**src/rtl/fetch_pkg.sv**
```systemverilog
// fetch_pkg: fetch FSM state encoding and default PC/NOP constants
package fetch_pkg;
  typedef enum logic [1:0] {REQ, WAIT, HOLD} fetch_state_e;
  localparam logic [31:0] DEFAULT_RESET_PC = 32'h0000_0000;
  localparam logic [31:0] DEFAULT_NOP_INST = 32'h0000_0000;
endpackage

```
**src/rtl/fetch_unit_if.sv**
```systemverilog
// fetch_unit_if: instruction-memory request/response handshake
interface fetch_unit_if;
  logic        req;
  logic [31:0] addr;
  logic        ready;
  logic        rvalid;
  logic [31:0] rdata;
  modport master(output req, addr, input ready, rvalid, rdata);
  modport slave(input req, addr, output ready, rvalid, rdata);
endinterface

```
**src/rtl/fetch_unit.sv**
```systemverilog
// fetch_unit: single-outstanding instruction fetch with stall hold buffer and redirect squash; FETCH_TRACE_EN adds fetch/squash trace prints
module fetch_unit
  import fetch_pkg::*;
#(
  parameter logic [31:0] RESET_PC = DEFAULT_RESET_PC,
  parameter logic [31:0] NOP_INST = DEFAULT_NOP_INST
) (
  input  logic              clk,
  input  logic              rst,
  input  logic              stall,
  input  logic              redirect_valid,
  input  logic [31:0]       redirect_target,
  fetch_unit_if.master      imem,
  output logic [31:0]       PC_plus_4_out,
  output logic [31:0]       inst_out,
  output logic              inst_valid
);
  fetch_state_e state_q, state_d;
  logic [31:0]  pc_q, pc_d, hold_q, hold_d, pc4_q, pc4_d, inst_q, inst_d, word, target, pc_next;
  logic         squash_q, squash_d, valid_q, valid_d, deliver;
  assign target        = {redirect_target[31:2], 2'b00};
  assign pc_next       = pc_q + 32'd4;
  assign imem.req      = (state_q == REQ) & ~redirect_valid;
  assign imem.addr     = pc_q;
  assign PC_plus_4_out = pc4_q;
  assign inst_out      = inst_q;
  assign inst_valid    = valid_q;
  always_comb begin
    state_d  = state_q;
    pc_d     = pc_q;
    squash_d = squash_q;
    hold_d   = hold_q;
    deliver  = 1'b0;
    word     = hold_q;
    case (state_q)
      REQ: begin
        if (redirect_valid) pc_d = target;
        else if (imem.ready) state_d = WAIT;
      end
      WAIT: begin
        word = imem.rdata;
        if (redirect_valid) begin
          pc_d     = target;
          squash_d = ~imem.rvalid;
          state_d  = imem.rvalid ? REQ : WAIT;
        end else if (imem.rvalid) begin
          squash_d = 1'b0;
          hold_d   = imem.rdata;
          deliver  = ~squash_q & ~stall;
          state_d  = (~squash_q & stall) ? HOLD : REQ;
        end
      end
      HOLD: begin
        if (redirect_valid) begin
          pc_d    = target;
          state_d = REQ;
        end else if (~stall) begin
          deliver = 1'b1;
          state_d = REQ;
        end
      end
      default: state_d = REQ;
    endcase
    if (deliver) pc_d = pc_next;
    // redirect forces a bubble even under stall; stall alone freezes the outputs
    pc4_d   = deliver ? pc_next : pc4_q;
    inst_d  = (stall & ~redirect_valid) ? inst_q : deliver ? word : NOP_INST;
    valid_d = (stall & ~redirect_valid) ? valid_q : deliver;
  end
  always_ff @(posedge clk) begin
    if (rst) begin
      state_q  <= REQ;
      pc_q     <= RESET_PC;
      squash_q <= 1'b0;
      hold_q   <= '0;
      pc4_q    <= '0;
      inst_q   <= NOP_INST;
      valid_q  <= 1'b0;
    end else begin
      state_q  <= state_d;
      pc_q     <= pc_d;
      squash_q <= squash_d;
      hold_q   <= hold_d;
      pc4_q    <= pc4_d;
      inst_q   <= inst_d;
      valid_q  <= valid_d;
    end
  end
`ifdef FETCH_TRACE_EN
  always_ff @(posedge clk) begin
    if (!rst && deliver) $display("IF fetch pc=%h inst=%h", pc_q, word);
    if (!rst && state_q == WAIT && redirect_valid && !imem.rvalid) $display("IF squash pc=%h", pc_q);
  end
`else
`endif
endmodule

```
**src/flat_wrapper.sv**
```systemverilog
// flat-port wrapper written by rule: the top's interface ports become plain ports
module fetch_unit_flat import fetch_pkg::*;
#(
  parameter logic [31:0] RESET_PC = DEFAULT_RESET_PC,
  parameter logic [31:0] NOP_INST = DEFAULT_NOP_INST
)
  (clk, rst, stall, redirect_valid, redirect_target, PC_plus_4_out, inst_out, inst_valid, imem_req, imem_addr, imem_ready, imem_rvalid, imem_rdata);
  fetch_unit_if imem_i ();
  input  logic clk;
  input  logic rst;
  input  logic stall;
  input  logic redirect_valid;
  input  logic [31:0] redirect_target;
  output logic [31:0] PC_plus_4_out;
  output logic [31:0] inst_out;
  output logic inst_valid;
  output wire logic [$bits(imem_i.req)-1:0] imem_req;
  output wire logic [$bits(imem_i.addr)-1:0] imem_addr;
  input wire logic [$bits(imem_i.ready)-1:0] imem_ready;
  input wire logic [$bits(imem_i.rvalid)-1:0] imem_rvalid;
  input wire logic [$bits(imem_i.rdata)-1:0] imem_rdata;
  assign imem_req = imem_i.req;
  assign imem_addr = imem_i.addr;
  assign imem_i.ready = imem_ready;
  assign imem_i.rvalid = imem_rvalid;
  assign imem_i.rdata = imem_rdata;
  fetch_unit #(.RESET_PC(RESET_PC), .NOP_INST(NOP_INST)) u_core (.clk(clk), .rst(rst), .stall(stall), .redirect_valid(redirect_valid), .redirect_target(redirect_target), .imem(imem_i), .PC_plus_4_out(PC_plus_4_out), .inst_out(inst_out), .inst_valid(inst_valid));
endmodule
```
**config.mk**
```make
export PLATFORM = sky130hd
export DESIGN_NAME = fetch_unit_flat
export DESIGN_NICKNAME = d
export VERILOG_FILES = /design/src/rtl/fetch_pkg.sv /design/src/rtl/fetch_unit_if.sv /design/src/rtl/fetch_unit.sv /design/src/flat_wrapper.sv
export SDC_FILE = /design/constraint.sdc
export NUM_CORES = 1
export LEC_CHECK = 0
export BUFFER_PORTS_ARGS = -buffer_cell sky130_fd_sc_hd__clkbuf_2
export CAP_MARGIN = 20
export CORE_UTILIZATION = 35
export DETAILED_ROUTE_END_ITERATION = 12
export HOLD_SLACK_MARGIN = 0.15
export SKIP_CTS_REPAIR_TIMING = 1
export SYNTH_ARGS = -nofsm -noshare
export SYNTH_HDL_FRONTEND = slang
export SYNTH_SLANG_ARGS = --single-unit
export TNS_END_PERCENT = 10
```
**constraint.sdc**
```tcl
create_clock -name clk -period 4.8 [get_ports clk]
set_input_delay 0.72 -clock clk [delete_from_list [all_inputs] [get_ports clk]]
set_output_delay 0.72 -clock clk [all_outputs]
set_load 0.02 [all_outputs]
```
# Word level (Yosys, flattened, before mapping)
# Cells that the tools add are included.
# word_totals
ff_bits	132
input_bits	70
out_inout_bits	98
# classes
add_sub_neg	1
eq_ne	6
n_mux	21
n_bitwise	8
n_reduce_logical	9
# op_table
operator	count
2-to-1 mux 32 bit	5
adder 32 x 3 -> 32 bit, second input constant	1
2-to-1 mux 2 bit	7
2-to-1 mux 1 bit	7
inequality test 3 bit, second input constant	2
case mux 2 bit (3 select lines)	1
nonzero test 2 bit	3
bitwise AND 1 bit	4
inequality test 2 bit, second input constant	2
inverter 1 bit	4
AND reduction 2 bit	2
AND reduction 4 bit	1
AND reduction 3 bit	1
OR reduction 3 bit	1
== test 2 x 1 -> 1 bit, second input constant	1
== test 2 bit, second input constant	1
logical NOT 2 bit	1
case mux 1 bit (2 select lines)	1

# Depth between registers and ports, before layout
# logic_depth
depth_word	7
mapped_depth	9
depth_no_buf	7

# Worst setup path before layout
# OpenSTA, ideal clock, no wires.
# synth_timing
kind	input port to flip-flop
startpoint	input port stall
endpoint	register u_core.pc_q[23] (netlist: u_core.imem.addr[23])
setup_ns	0.119
arrival_ns	2.013
t_required_ns	4.681
setup_slack_ns	2.668
path_stages	5
n_path_buf	1
path_cell_list	nand2b_1 > a2111oi_1 > buf_2 > nand2_1 > o221a_2
# synth_via
elab_chain_len	7
word_cells_on_any_way	11
# synth_lines
element	line	rtl
start, declared	flat_wrapper.sv:11	input logic stall;
inverter 1 bit	fetch_unit.sv:49	deliver = ~squash_q & ~stall;
bitwise AND 1 bit	fetch_unit.sv:49	
2-to-1 mux 1 bit	fetch_unit.sv:46	end else if (imem.rvalid) begin
2-to-1 mux 1 bit	fetch_unit.sv:42	if (redirect_valid) begin
case mux 1 bit (2 select lines) *	fetch_unit.sv:35	case (state_q)
nonzero test 2 bit (no source line)	n/a	
AND reduction 2 bit (no source line)	n/a	
end signal, assigned	fetch_unit.sv:81	pc_q <= pc_d;
end, declared	fetch_unit.sv:19	logic [31:0] pc_q, pc_d, hold_q, hold_d, pc4_q, pc4_d, inst_q, inst_d, word, target, pc_next;
# Every way passes the cells marked *; elsewhere a longest branch is shown, timed or not.
# A chain may end at the register's enable or synchronous reset.

# Worst setup path after layout
# layout_timing
startpoint	register u_core.state_q[0]
endpoint	register u_core.pc_q[15] (netlist: u_core.imem.addr[15])
# layout_via
elab_chain_len	4
word_cells_on_any_way	9
# layout_lines
element	line	rtl
start, declared	fetch_unit.sv:18	fetch_state_e state_q, state_d;
start signal, assigned	fetch_unit.sv:80	state_q <= state_d;
== test 2 bit, or another cell as far along	fetch_unit.sv:35	
case mux 1 bit (2 select lines) or OR reduction 3 bit (tied branches)	n/a	
nonzero test 2 bit (no source line)	n/a	
AND reduction 2 bit (no source line)	n/a	
# Parallel ways exist; a longest one is shown, timed or not.

==> impl.org <==
** Drt
- First drt pass iteration count :: 4
- Vias per std cell :: slightly above 5
- WL/cell :: 15.1 um
- The count of nets left with antenna violations once routing finished came out at 0.
- The final layout contains routed wiring with a total length of 17100 um.
- The routed layout has 5747 vias.
- After detailed routing, the number of remaining DRC violations is 0.
- First DRT Iteration DRCs :: 310

** Synthesis
- Synth unique cells :: 66
- The synthesized design contains 128 register bits.
- Most instantiated library cell after synthesis :: dfxtp_1
- The synthesized design spends more area on one cell type than any other, namely dfxtp_1.
- Cell area after synthesis :: 0.00619 mm2
- Number of enable-type register cells in the synthesized netlist :: 0
- Fraction of the yosys area taken by sequential cells :: 41.4%
- The top cell type by area accounts for 41.4% of the synthesized area.
- By count the netlist is led by 128 x dfxtp_1, 120 x nor2_1, 97 x a21oi_1.
- Synth Instances :: 763
- Count of synthesis-stage warnings from yosys :: 0
- In this run the mean area of a mapped cell was 8.11 um2.
- Share of synthesized flip-flops with an asynchronous set or reset :: 0%
- For this run, the leading register cell type out of synthesis is dfxtp_1.
- Synth area leaders :: dfxtp_1 41%, a21oi_1 7.8%, nor2_1 7.3%

** Die
- Effective utilization at floorplan :: a little over a third
- After floorplanning, the core was divided into between 40 and 50 placement rows.
- Chip Height :: 135 um
- In this run the horizontal extent of the chip is about 130 um.
- For this design the top-level I/O count stands at around 170.
- The floorplan step defined a core boundary enclosing around 0.017 mm2.
- Die outline area :: 0.0182 mm2

** Layout
- Final core utilization :: 44.1%
- In the final layout, the share of cells above drive strength 1 is approximately a quarter.
- After the last flow step, the layout net total stands at 966.
- Antenna diode count :: 0
- Post-synthesis to final-layout area growth :: 23.4%
- For this run, the number of standard cells in the final layout without fillers is approximately 1100.

** Critical path
- Of all nets on the critical path, the largest fanout is 44.
- Kind of start point of the critical path :: flip-flop
- STA puts the critical path data arrival time at slightly below 3 ns.
- Among all stages on the critical path, the largest delay is contributed by a211o_2.
- Crit path required time :: between 5 and 6 ns
- Setup crit end kind :: flip-flop
- For this run, the slowest stage of the critical path takes around 0.54 ns.
- Walking the worst path, the cells encountered are inv_1 > ha_1 > nand2b_1 > a211o_2 > buf_4 > nor4_1 > o21ai_0 > a21oi_1.
- Kind of critical path :: flip-flop to flip-flop

** Clocking
- Number of sinks on the clock net :: 128
- The clock tree synthesis step divided the H-tree into 4 levels.
- The longest clock path from root to sink contains 2 buffers.
- The tree is rooted in a clkbuf_16.
- Clock slew seen by the registers of the worst setup and hold paths :: ~0.06 ns
- Clock latency on the worst-skew pair :: 0.41 ns
- Total clock buffers created by CTS :: 17
- Clock tree from TritonCTS :: built

** STA
- For the final routed database, the setup TNS stands at 0 ns.
- The total count of hold-check failures in the final report was 0.
- Fin crit period :: 2.63 ns
- Timing would allow up to 380 MHz.
- Pin slew with the least headroom to its limit :: 0.914 ns
- RSZ-0062 raised after global routing :: no
- Of the available clock period, the critical path in the final layout requires a little over half.
- Layout Skew :: 0.00642 ns
- Max-slew headroom :: 38.9%
- Setup violations remaining at the end of the flow were counted as 0.
- The final number of max-transition violations came to 0.

** Pwr
- Part of the power in the clock network :: 45.8%
- Internal power consumption :: 1.99 mW
- Across the VDD grid, the largest voltage drop is approximately 0.23 mV.
- Part of the total power dissipated in combinational logic :: 12.4%
- Power spread over the standard cell area amounts to around 360 mW/mm2.
- Net switching is 27.5% of the power.
- Leak pwr :: 2.96 nW
- Per report_power, the sequential group accounts for about two fifths of the total.
- In this run the power spent charging and discharging nets is 0.756 mW.

** Global route
- Entering global routing, the biggest net connects just under 70 pins.
- The number of antenna violations at the first check in global routing came to 0.
- Summed over all layers, the global routing overflow is 0.
- Global routing consumed, over all layers together, 18.5% of the routing resources.
- The first global-routing pass estimated about 26000 um of wire.
- Via count of the first global-routing pass :: 5088

** Placement
- HPWL Detailed :: approximately 11000 um
- Final GP Congestion :: 0.763
- Number of input and output port buffers inserted :: 161
- The number of placed instances, taps included, is 1096.

** Flow run
- The tool flagged a number of max-cap violations equal to 0.

** Run status
- Result of the run :: completed

** Hold path
- The min-delay analysis places its worst path in the category flip-flop to flip-flop.
-- power by group through the flow --
stage	clock [mW]	combinational (mW)	sequential [mW]
floorplan	0	0.218	1.19
global placement	0	0.340	1.17
detailed placement	0	0.341	1.17
CTS	1.29	0.342	1.15
global route	1.34	0.373	1.16
finish	1.26	0.341	1.15
-- per-layer routing --
layer / share of wire [%] / up-vias / global-route usage, %
met2: 46 / 173 / 30.0
met4: 0.73 / 0 / 4.68
li1: - / 2924 / -
met3: 7.2 / 10 / 6.16
met5: 0 / - / 0
met1: 47 / 2640 / 23.5
-- placed cells by master, fill, tap and decap left out, types with 14 or more instances in the layout --
master | netlist | layout
nand2_1 | 91 | 91
o21ai_0 | 20 | 20
xnor2_1 | 16 | 16
nor2_1 | 120 | 120
mux2i_1 | 37 | 37
inv_1 | 14 | 14
clkbuf_16 | 0 | 17
a21oi_1 | 97 | 97
nor3_1 | 22 | 22
clkbuf_2 | 1 | 160
a211oi_1 | 19 | 19
dfxtp_1 | 128 | 128
-- registers in the layout (all words and copies together) (netlist names) --
name and count:
u_core.PC_plus_4_out 30, u_core.hold_q 32, u_core.imem.addr 30, u_core.inst_out 32, u_core.inst_valid 1, u_core.squash_q 1, u_core.state_q 2
-- path summary, 6_finish.rpt --
check                           slack (ns)                  endpoint                      from  depth (start not counted)
worst max-delay path                  2.17      u_core.imem.addr[15]         u_core.state_q[0]                          8
worst min-delay path                  0.45  u_core.PC_plus_4_out[20]  u_core.PC_plus_4_out[20]                          2
worst max register to register        2.17      u_core.imem.addr[15]         u_core.state_q[0]                          8
worst min register to register        0.45  u_core.PC_plus_4_out[20]  u_core.PC_plus_4_out[20]                          2
-- area by class of cell --
class | count | area, um2
Clock inverter | 15 | 146
Timing Repair Buffer | 173 | 918
Fill cell | 1808 | 9660
Inverter | 14 | 52.6
Multi-Input combinational cell | 557 | 3250
Clock buffer | 17 | 425
Tap cell | 225 | 282
Sequential cell | 128 | 2560
-- worst max-delay path: cells and delay by family (launching register included) --
kind | cells | cell delay, ns
adders and majority gates | 1 | 0.30
AOI/OAI and AO/OA | 3 | 0.81
and+or+nand+nor | 2 | 0.34
DFF | 1 | 0.39
buffers and inverters | 2 | 0.61
-- logic make-up after synthesis --
logic type | share of synthesized area, %
AOI/OAI and AO/OA | 18.0
xor gates and xnor gates | 2.97
adders and majority gates | 1.01
buffers and inverters | 6.67
DFF | 41.4
muxes | 5.99
other | 0.0606
and+or+nand+nor | 23.8
-- per-stage QoR --
| stage | area [um2] | total power [mW] | hold WS (ns) | setup WS (ns) |
|---|---|---|---|---|
| floorplan | 6200 | 1.40 | 0.436 | 2.67 |
| global placement | 7050 | 1.51 | 0.441 | 1.99 |
| detailed placement | 7050 | 1.51 | 0.442 | 1.97 |
| CTS | 7620 | 2.78 | 0.450 | 2.04 |
| global route | 7630 | 2.87 | 0.468 | 1.95 |
| finish | 7630 | 2.75 | 0.448 | 2.17 |
Note: power is estimated with default switching activity, not from simulation.
